==> config.mk <==
export PLATFORM = sky130hd
export DESIGN_NAME = pipelined_cla_adder
export DESIGN_NICKNAME = d
export VERILOG_FILES = /design/src/rtl/cla_pkg.sv /design/src/rtl/cla_group4.sv /design/src/rtl/pipelined_cla_adder.sv
export SDC_FILE = /design/constraint.sdc
export NUM_CORES = 1
export LEC_CHECK = 0
export CELL_PAD_IN_SITES_DETAIL_PLACEMENT = 0
export CELL_PAD_IN_SITES_GLOBAL_PLACEMENT = 1
export CORE_UTILIZATION = 35
export DETAILED_ROUTE_END_ITERATION = 10
export MAX_ROUTING_LAYER = met4
export PLACE_DENSITY_LB_ADDON = 0.1
export RECOVER_POWER = 100
export REMOVE_ABC_BUFFERS = 1
export SLEW_MARGIN = 20
export SYNTH_ARGS = -nofsm -noshare
export SYNTH_HDL_FRONTEND = slang
export SYNTH_HIERARCHICAL = 1
export SYNTH_SLANG_ARGS = --single-unit
==> constraint.sdc <==
create_clock -name clk -period 2.17 [get_ports clk]
set_clock_uncertainty 0.1 [all_clocks]
set_input_delay 0.434 -clock clk [delete_from_list [all_inputs] [get_ports clk]]
set_output_delay 0.434 -clock clk [all_outputs]
set_load 0.005 [all_outputs]
==> src/rtl/cla_pkg.sv <==
// cla_pkg: shared carry-lookahead constants, types and 4-input lookahead functions.
package cla_pkg;

    localparam int CLA_GROUP_W = 4;

    typedef struct packed {
        logic p;
        logic g;
    } cla_pg_t;

    function automatic int num_groups(input int width);
        return (width + CLA_GROUP_W - 1) / CLA_GROUP_W;
    endfunction

    function automatic logic grp_p(input logic [3:0] p);
        return &p;
    endfunction

    function automatic logic grp_g(input logic [3:0] p, input logic [3:0] g);
        return g[3] | (p[3] & g[2]) | (p[3] & p[2] & g[1]) | (p[3] & p[2] & p[1] & g[0]);
    endfunction

    // Carry into each of the four positions; bit 0 is the incoming carry itself.
    function automatic logic [3:0] grp_c(input logic [3:0] p, input logic [3:0] g, input logic ci);
        return {g[2] | (p[2] & g[1]) | (p[2] & p[1] & g[0]) | (p[2] & p[1] & p[0] & ci),
                g[1] | (p[1] & g[0]) | (p[1] & p[0] & ci),
                g[0] | (p[0] & ci),
                ci};
    endfunction

    // Carry into group k of up to 16 groups, via a lookahead over groups of four groups.
    function automatic logic grp_cin(input logic [15:0] pg, input logic [15:0] gg,
                                     input logic ci, input int k);
        logic [3:0] sp, sg, sc, c;
        for (int j = 0; j < 4; j++) begin
            sp[j] = grp_p(pg[4*j +: 4]);
            sg[j] = grp_g(pg[4*j +: 4], gg[4*j +: 4]);
        end
        sc = grp_c(sp, sg, ci);
        c  = grp_c(pg[4*(k/4) +: 4], gg[4*(k/4) +: 4], sc[k/4]);
        return c[k%4];
    endfunction

endpackage

==> src/rtl/cla_group4.sv <==
// cla_group4: 4-bit combinational lookahead group producing in-group carries and group P/G.
module cla_group4
    import cla_pkg::*;
(
    input  logic [3:0] p_i,
    input  logic [3:0] g_i,
    input  logic       ci_i,
    output logic [3:0] carries_o,
    output logic       gp_o,
    output logic       gg_o
);

    assign carries_o = grp_c(p_i, g_i, ci_i);
    assign gp_o      = grp_p(p_i);
    assign gg_o      = grp_g(p_i, g_i);

endmodule

==> src/rtl/pipelined_cla_adder.sv <==
// pipelined_cla_adder: two-stage elastic carry-lookahead adder/subtractor with flags.
// Define CLA_SATURATE_EN to add the sat input that clamps the sum on signed overflow.
module pipelined_cla_adder
    import cla_pkg::*;
#(
    parameter int WIDTH   = 32,
    parameter int GROUP_W = 4
) (
    input  logic             clk,
    input  logic             rst,
    input  logic             in_valid,
    output logic             in_ready,
    input  logic [WIDTH-1:0] a,
    input  logic [WIDTH-1:0] b,
    input  logic             c_in,
    input  logic             sub,
`ifdef CLA_SATURATE_EN
    input  logic             sat,
`endif
    output logic             out_valid,
    input  logic             out_ready,
    output logic [WIDTH-1:0] sum,
    output logic             c_out,
    output logic             overflow,
    output logic             zero
);

    localparam int NG = num_groups(WIDTH);

    if (GROUP_W != CLA_GROUP_W || WIDTH % CLA_GROUP_W != 0 || WIDTH < 4 || WIDTH > 64) begin : g_bad_cfg
        $error("pipelined_cla_adder: unsupported WIDTH/GROUP_W combination");
    end

    logic [WIDTH-1:0] b_eff, p_d, g_d, p_q, g_q;
    logic             cin_d, cin_q, v1_q, v2_q, s2_load;
    cla_pg_t [NG-1:0] grp_d, grp_q;
    logic [WIDTH-1:0] c_all, raw, sum_d, sum_q;
    logic [NG-1:0]    gc, gp2, gg2;
    logic [15:0]      gp16, gg16;
    logic             cout_d, ovf_d, zero_d, cout_q, ovf_q, zero_q;
`ifdef CLA_SATURATE_EN
    logic             sat_q, amsb_q;
`endif

    assign b_eff = sub ? ~b : b;
    assign cin_d = sub | c_in;
    assign p_d   = a ^ b_eff;
    assign g_d   = a & b_eff;

    for (genvar k = 0; k < NG; k++) begin : g_s1
        assign grp_d[k].p = grp_p(p_d[4*k +: 4]);
        assign grp_d[k].g = grp_g(p_d[4*k +: 4], g_d[4*k +: 4]);
    end

    assign s2_load   = ~v2_q | out_ready;
    assign in_ready  = ~v1_q | s2_load;
    assign out_valid = v2_q;

    always_comb begin
        gp16 = '0;
        gg16 = '0;
        for (int k = 0; k < NG; k++) begin
            gp16[k] = grp_q[k].p;
            gg16[k] = grp_q[k].g;
        end
    end

    for (genvar k = 0; k < NG; k++) begin : g_s2
        assign gc[k] = grp_cin(gp16, gg16, cin_q, k);
        cla_group4 u_grp (
            .p_i      (p_q[4*k +: 4]),
            .g_i      (g_q[4*k +: 4]),
            .ci_i     (gc[k]),
            .carries_o(c_all[4*k +: 4]),
            .gp_o     (gp2[k]),
            .gg_o     (gg2[k])
        );
    end

    assign raw    = p_q ^ c_all;
    assign cout_d = gg2[NG-1] | (gp2[NG-1] & gc[NG-1]);
    assign ovf_d  = c_all[WIDTH-1] ^ cout_d;
`ifdef CLA_SATURATE_EN
    // On overflow the operands share a sign, so a's MSB tells which rail to clamp to.
    assign sum_d  = (sat_q && ovf_d) ? {amsb_q, {(WIDTH-1){~amsb_q}}} : raw;
`else
    assign sum_d  = raw;
`endif
    assign zero_d = ~|sum_d;

    always_ff @(posedge clk) begin
        if (rst) begin
            v1_q   <= 1'b0;
            v2_q   <= 1'b0;
            p_q    <= '0;
            g_q    <= '0;
            cin_q  <= 1'b0;
            grp_q  <= '0;
            sum_q  <= '0;
            cout_q <= 1'b0;
            ovf_q  <= 1'b0;
            zero_q <= 1'b0;
`ifdef CLA_SATURATE_EN
            sat_q  <= 1'b0;
            amsb_q <= 1'b0;
`endif
        end else begin
            if (in_ready) v1_q <= in_valid;
            if (in_valid && in_ready) begin
                p_q    <= p_d;
                g_q    <= g_d;
                cin_q  <= cin_d;
                grp_q  <= grp_d;
`ifdef CLA_SATURATE_EN
                sat_q  <= sat;
                amsb_q <= a[WIDTH-1];
`endif
            end
            if (s2_load) v2_q <= v1_q;
            if (s2_load && v1_q) begin
                sum_q  <= sum_d;
                cout_q <= cout_d;
                ovf_q  <= ovf_d;
                zero_q <= zero_d;
            end
        end
    end

    assign sum      = sum_q;
    assign c_out    = cout_q;
    assign overflow = ovf_q;
    assign zero     = zero_q;

endmodule

==> results of run 1 <==
worst max-delay path, delay by kind of cell (launching register included):
kind	cells	cell delay (ns)
xor+xnor	1	0.19
buf+inv	1	0.17
simple gates	4	0.70
compound gates	4	0.93
flops	1	0.34
flip-flops by register name, indices dropped and copies added (netlist names):
signal / cells
sum: 32
zero: 1
gg16: 7
out_valid: 1
v1_q: 1
gp16: 7
p_q: 32
g_q: 25
overflow: 1
cin_q: 1
c_out: 1
layout by cell type (no fill, tap or decap), types with 3 or more instances in the layout:
cell and count:
nor3_2 3, and4_1 7, dfxtp_1 108, xnor2_1 24, xnor2_2 7, o21ai_0 8
buf_4 56, a21o_1 28, clkinvlp_4 3, nand4_1 8, nor3_1 3, clkdlybuf4s50_1 67
nor2_1 49, inv_1 5, clkbuf_4 4, nor2b_1 9, nand2_1 133, xor2_1 32
dlygate4sd3_1 37, buf_12 3, ha_1 32, clkbuf_2 9, a21oi_1 76, a31o_1 8
a211oi_1 26, a211oi_2 10, clkbuf_16 9
power by group:
group | internal [mW] | switching, mW
Combinational | 0.639 | 0.564
Clock | 0.923 | 0.743
Sequential | 2.14 | 0.115
how the worst max path moves through the flow:
stage          cells after the start    to     from
6_report                          10  zero  gp16[0]
5_1_grt                           10  zero  gp16[0]
4_1_cts                           11  zero  gp16[0]
3_5_place_dp                      10  zero  gg16[1]
3_3_place_gp                      10  zero    cin_q
2_1_floorplan                     10  zero    cin_q
metrics by stage:
step / std cells / power (mW) / hold slack (ns) / cell area [µm²] / worst slack (ns)
CTS: 1010 / 5.20 / 0.363 / 7610 / -0.334
finish: 1012 / 5.12 / 0.359 / 7590 / -0.320
floorplan: 604 / 2.83 / 0.324 / 5230 / -0.271
detailed placement: 990 / 3.48 / 0.353 / 7190 / -0.396
global route: 1012 / 5.41 / 0.380 / 7590 / -0.477
global placement: 990 / 3.47 / 0.344 / 7190 / -0.283
per-layer routing:
metal,up-vias,track usage (%),routed length (µm)
met4,0,4.62,118
li1,2520,-,-
met1,2259,24.6,6810
met5,-,-,0
met2,106,28.5,6310
met3,8,3.35,667
area by class of cell:
class                      count  area, µm²
fill                        1520       7670
multi-input combinational    490       3190
sequential                   109       2180
timing repair buffer         181       1630
tap                          211        264
clock buffer                  10        239
clock inverter                 6       62.6
inverter                       5       18.8
timing repair:
action,4_1_cts,5_1_grt
pin swaps,18,18
gates resized for setup,19,15
hold buffers,0,0
buffers inserted,5,4
endpoints found under the setup margin,7,15
==> impl_metrics.toml, run 1 <==
[outcome]
status = "finished, violations left"
violations = "setup timing"

[timing]
fin_ws_ns = -0.320
slew_headroom_pct = 63.9
finalSetupViolCount = 5
fin_setup_tns_ns = -0.582
worst_pin_slew_ns = 0.540
max_freq_mhz = 402
fin_crit_sh_pct = 115
hold_viol_final = 0
slew_viol_final = 0
period_minus_slack_ns = 2.49
grt_setup_unrepaired = "yes"

[routing]
final_antenna_net_count = 0
vias_per_cell = 4.83
drt_iter0_drc = 272
drc_errors = 0
routed-via-count = 4893
wl_per_cell_um = 13.7
dr.pass1.iters = 4
finalWirelength_um = 13900

[worst_setup_path]
start_kind = "register"
critPathArrivalTime_ns = 2.68
critPathKind = "register to register"
worstReg2RegStart = "gp16[0]"
path_cells = "a211oi_4 -> buf_4 -> nor3_2 -> or2_4 -> a21o_1 -> a31o_1 -> xnor2_1 -> nand4_1 -> nor4_2 -> a41o_1"
rr_worst_depth = 10
crit_fanout = 3
slowest_delay_ns = 0.34
cpMaxStageDelayCell = "dfxtp_2"
crit_path_end_kind = "register"
regToRegSetupSlack_ns = -0.32
timing.rr.end = "zero"
crit_required_ns = 2.36

[power_and_ir_drop]
peakVddDrop_mv = 0.372
p_leak_nw = 3.20
power.density_nw_per_um2 = 675

[finish]
syn_to_final_growth_pct = 38.2
fin_nets = 898
drive_above_1_share_pct = 15.4
utilization_pct = 49.7
diodes = 0

[clock_network]
cts_htree_levels = 3
cts_tree = "yes"
cts.sinks = 109
cts_buffers = 9
clock_latency_ns = 0.34
clockBufferDepth = 2
root_buffer = "clkbuf_16"
path_clk_slew_ns = 0.07

[min_path]
hold_start = "g_q[26]"
holdPathEnd = "g_q[26]"
hold_depth = 2
hold_class = "register to register"

[global_routing]
grt_pass1_vias = 4683
antenna_found_initial = 0
grt_usage_pct = 18.4
grt_max_degree = 47
overflow = 0
grt_pass1_wl_um = 23000

[placed_design]
dpl.hpwl_um = 10800
numPortBuffers = 106
gp_congestion = 0.814

[floorplan]
dieArea_um2 = 16200
rows = 45
die_width_um = 127
die_y_um = 127
start_util_pct = 36.0
io-pin-count = 107
core_um2 = 15300

[flow_run]
maxCapViolCount = 0

[logic_synthesis]
synthCells = 652
syn-cell-area_um2 = 5490
synth_warnings = 6
syn_area_per_cell_um2 = 8.42
(Power assumes the default switching activity.)
==> inputs of run 2 (changes only) <==
--- a/config.mk
+++ b/config.mk
@@ -11,7 +11,6 @@
 export DETAILED_ROUTE_END_ITERATION = 10
 export MAX_ROUTING_LAYER = met4
 export PLACE_DENSITY_LB_ADDON = 0.1
-export RECOVER_POWER = 100
 export REMOVE_ABC_BUFFERS = 1
 export SLEW_MARGIN = 20
 export SYNTH_ARGS = -nofsm -noshare
==> run 2 against run 1 <==
Compared with the run above: the flow still finishes with violations (setup timing); die area is the same; cell area up 1.7%; largest power group unchanged; via count hardly changed; first-iteration DRC count down 0.74%; critical path depth unchanged.
==> impl_metrics.toml, run 2 (synthesis gave the netlist of run 1 again) <==
[worst_setup_path]
worstReg2RegStart = "gp16[0]"
crit_family = "compound AO/OA/AOI/OAI gates"
slowest_delay_ns = 0.34
crit_fanout = 3
critPathKind = "register to register"
crit_required_ns = 2.36
crit_buf_inv = 1
crit_path_end_kind = "register"
cpMaxStageDelayCell = "dfxtp_2"
start_kind = "register"
critPathArrivalTime_ns = 2.67
startpoint = "gp16[0]"
path_cells = "a211oi_4 -> buf_4 -> nor3_2 -> or2_4 -> a21o_1 -> a31o_1 -> xnor2_1 -> nand4_1 -> nor4_2 -> a41o_1"

[floorplan]
io-pin-count = 107
die_width_um = 127
core_um2 = 15300
dieArea_um2 = 16200
start_util_pct = 36.0
rows = 45
die_y_um = 127

[global_routing]
antenna_found_initial = 0
overflow = 0
grt_usage_pct = 18.4
grt_pass1_vias = 4683
grt_max_degree = 47
grt_pass1_wl_um = 23000

[finish]
fin_cells = 1012
diodes = 0
drive_above_1_share_pct = 16.0
fin_nets = 898
syn_to_final_growth_pct = 40.5
fillers = 1500
final_cell_mix = "nand2_1 (132), dfxtp_1 (108), clkdlybuf4s50_1 (104), a21oi_1 (75), buf_4 (65)"
final_common_cell = "nand2_1"

[routing]
dr.pass1.iters = 4
wl_per_cell_um = 13.8
finalWirelength_um = 14000
drt_iter0_drc = 270
final_antenna_net_count = 0
vias_per_cell = 4.84
drc_errors = 0
routed-via-count = 4895

[outcome]
status = "finished, violations left"
violations = "setup timing"

[timing]
slew_headroom_pct = 72.8
whs_ns = 0.360
hold_viol_final = 0
period_minus_slack_ns = 2.48
fin_ws_ns = -0.312
max_freq_mhz = 403
finalSetupViolCount = 5
slew_viol_final = 0
worst_pin_slew_ns = 0.407
fin_crit_sh_pct = 114
grt_setup_unrepaired = "yes"

[clock_network]
clock_latency_ns = 0.34
cts_htree_levels = 3
path_clk_slew_ns = 0.07
root_buffer = "clkbuf_16"
clockBufferDepth = 2
cts_buffers = 9
cts.sinks = 109
cts_tree = "yes"

[placed_design]
dpl.hpwl_um = 10800
gp_congestion = 0.814
numPortBuffers = 106
placed_cells = 990

[power_and_ir_drop]
power.density_nw_per_um2 = 670
peakVddDrop_mv = 0.373
p_leak_nw = 3.15

[min_path]
hold_start = "g_q[26]"
hold_class = "register to register"

[flow_run]
maxCapViolCount = 0
run 2: cell count changes in the layout (fill, tap and decap cells not counted), moves of 2 or more:
cell / previous run / this run
buf_4: 56 / 65
buf_12: 3 / 9
clkbuf_2: 9 / 0
dlygate4sd3_1: 37 / 0
clkbuf_4: 4 / 0
clkdlybuf4s50_1: 67 / 104
clkbuf_1: 2 / 0
run 2: cell type report:
class	count	area [µm²]	area share, %
inverters	5	18.8	0.243
flip-flops and latches	109	2180	28.3
clock inverters	6	62.6	0.811
well taps	211	264	3.42
multi-input cells	490	3210	41.6
repair buffers	181	1740	22.5
clock buffers	10	239	3.10
run 2: report_power, final:
group          leakage [nW]  internal [mW]  switching (mW)
registers             0.896           2.14           0.117
logic                  2.11          0.683           0.570
clock network         0.140          0.923           0.740
total                  3.15           3.74            1.43
run 2: what timing repair did:
item / CTS / global route
buffers inserted: 5 / 4
pin swaps: 18 / 18
resized for setup: 19 / 15
cloned: 0 / 0
endpoints found under the setup margin: 7 / 15
hold buffers: 0 / 0
run 2: metal layers:
layer / part of all wire (%) / routed length (µm) / track usage [%]
met1: 49 / 6820 / 24.6
met2: 45 / 6350 / 28.5
met5: 0 / 0 / -
met3: 4.8 / 673 / 3.35
met4: 0.85 / 118 / 4.62
run 2: path summary, 6_finish.rpt:
kind / to / slack (ns) / depth (start not counted)
max: zero / -0.31 / 10
min: g_q[26] / 0.36 / 2
max reg2reg: zero / -0.31 / 10
min reg2reg: g_q[26] / 0.36 / 2
run 2: worst reg2reg max path, delay by kind of cell, from the launching register on:
kind	cells	cell delay, ns
compound gates	4	0.93
xor+xnor	1	0.19
buf+inv	1	0.17
flops	1	0.34
simple gates	4	0.70
run 2: stage by stage:
stage	power [mW]	TNS (ns)	utilization (%)	setup WS (ns)	instance area, µm²
final	5.17	-0.580	50.6	-0.312	7720
after global routing	5.46	-1.29	50.6	-0.477	7720
after CTS	5.20	-0.637	49.9	-0.334	7610
after detailed placement	3.48	-0.747	47.1	-0.396	7190
after global placement	3.47	-0.309	47.1	-0.283	7190
after floorplan	2.83	-15.63	-	-0.271	5230
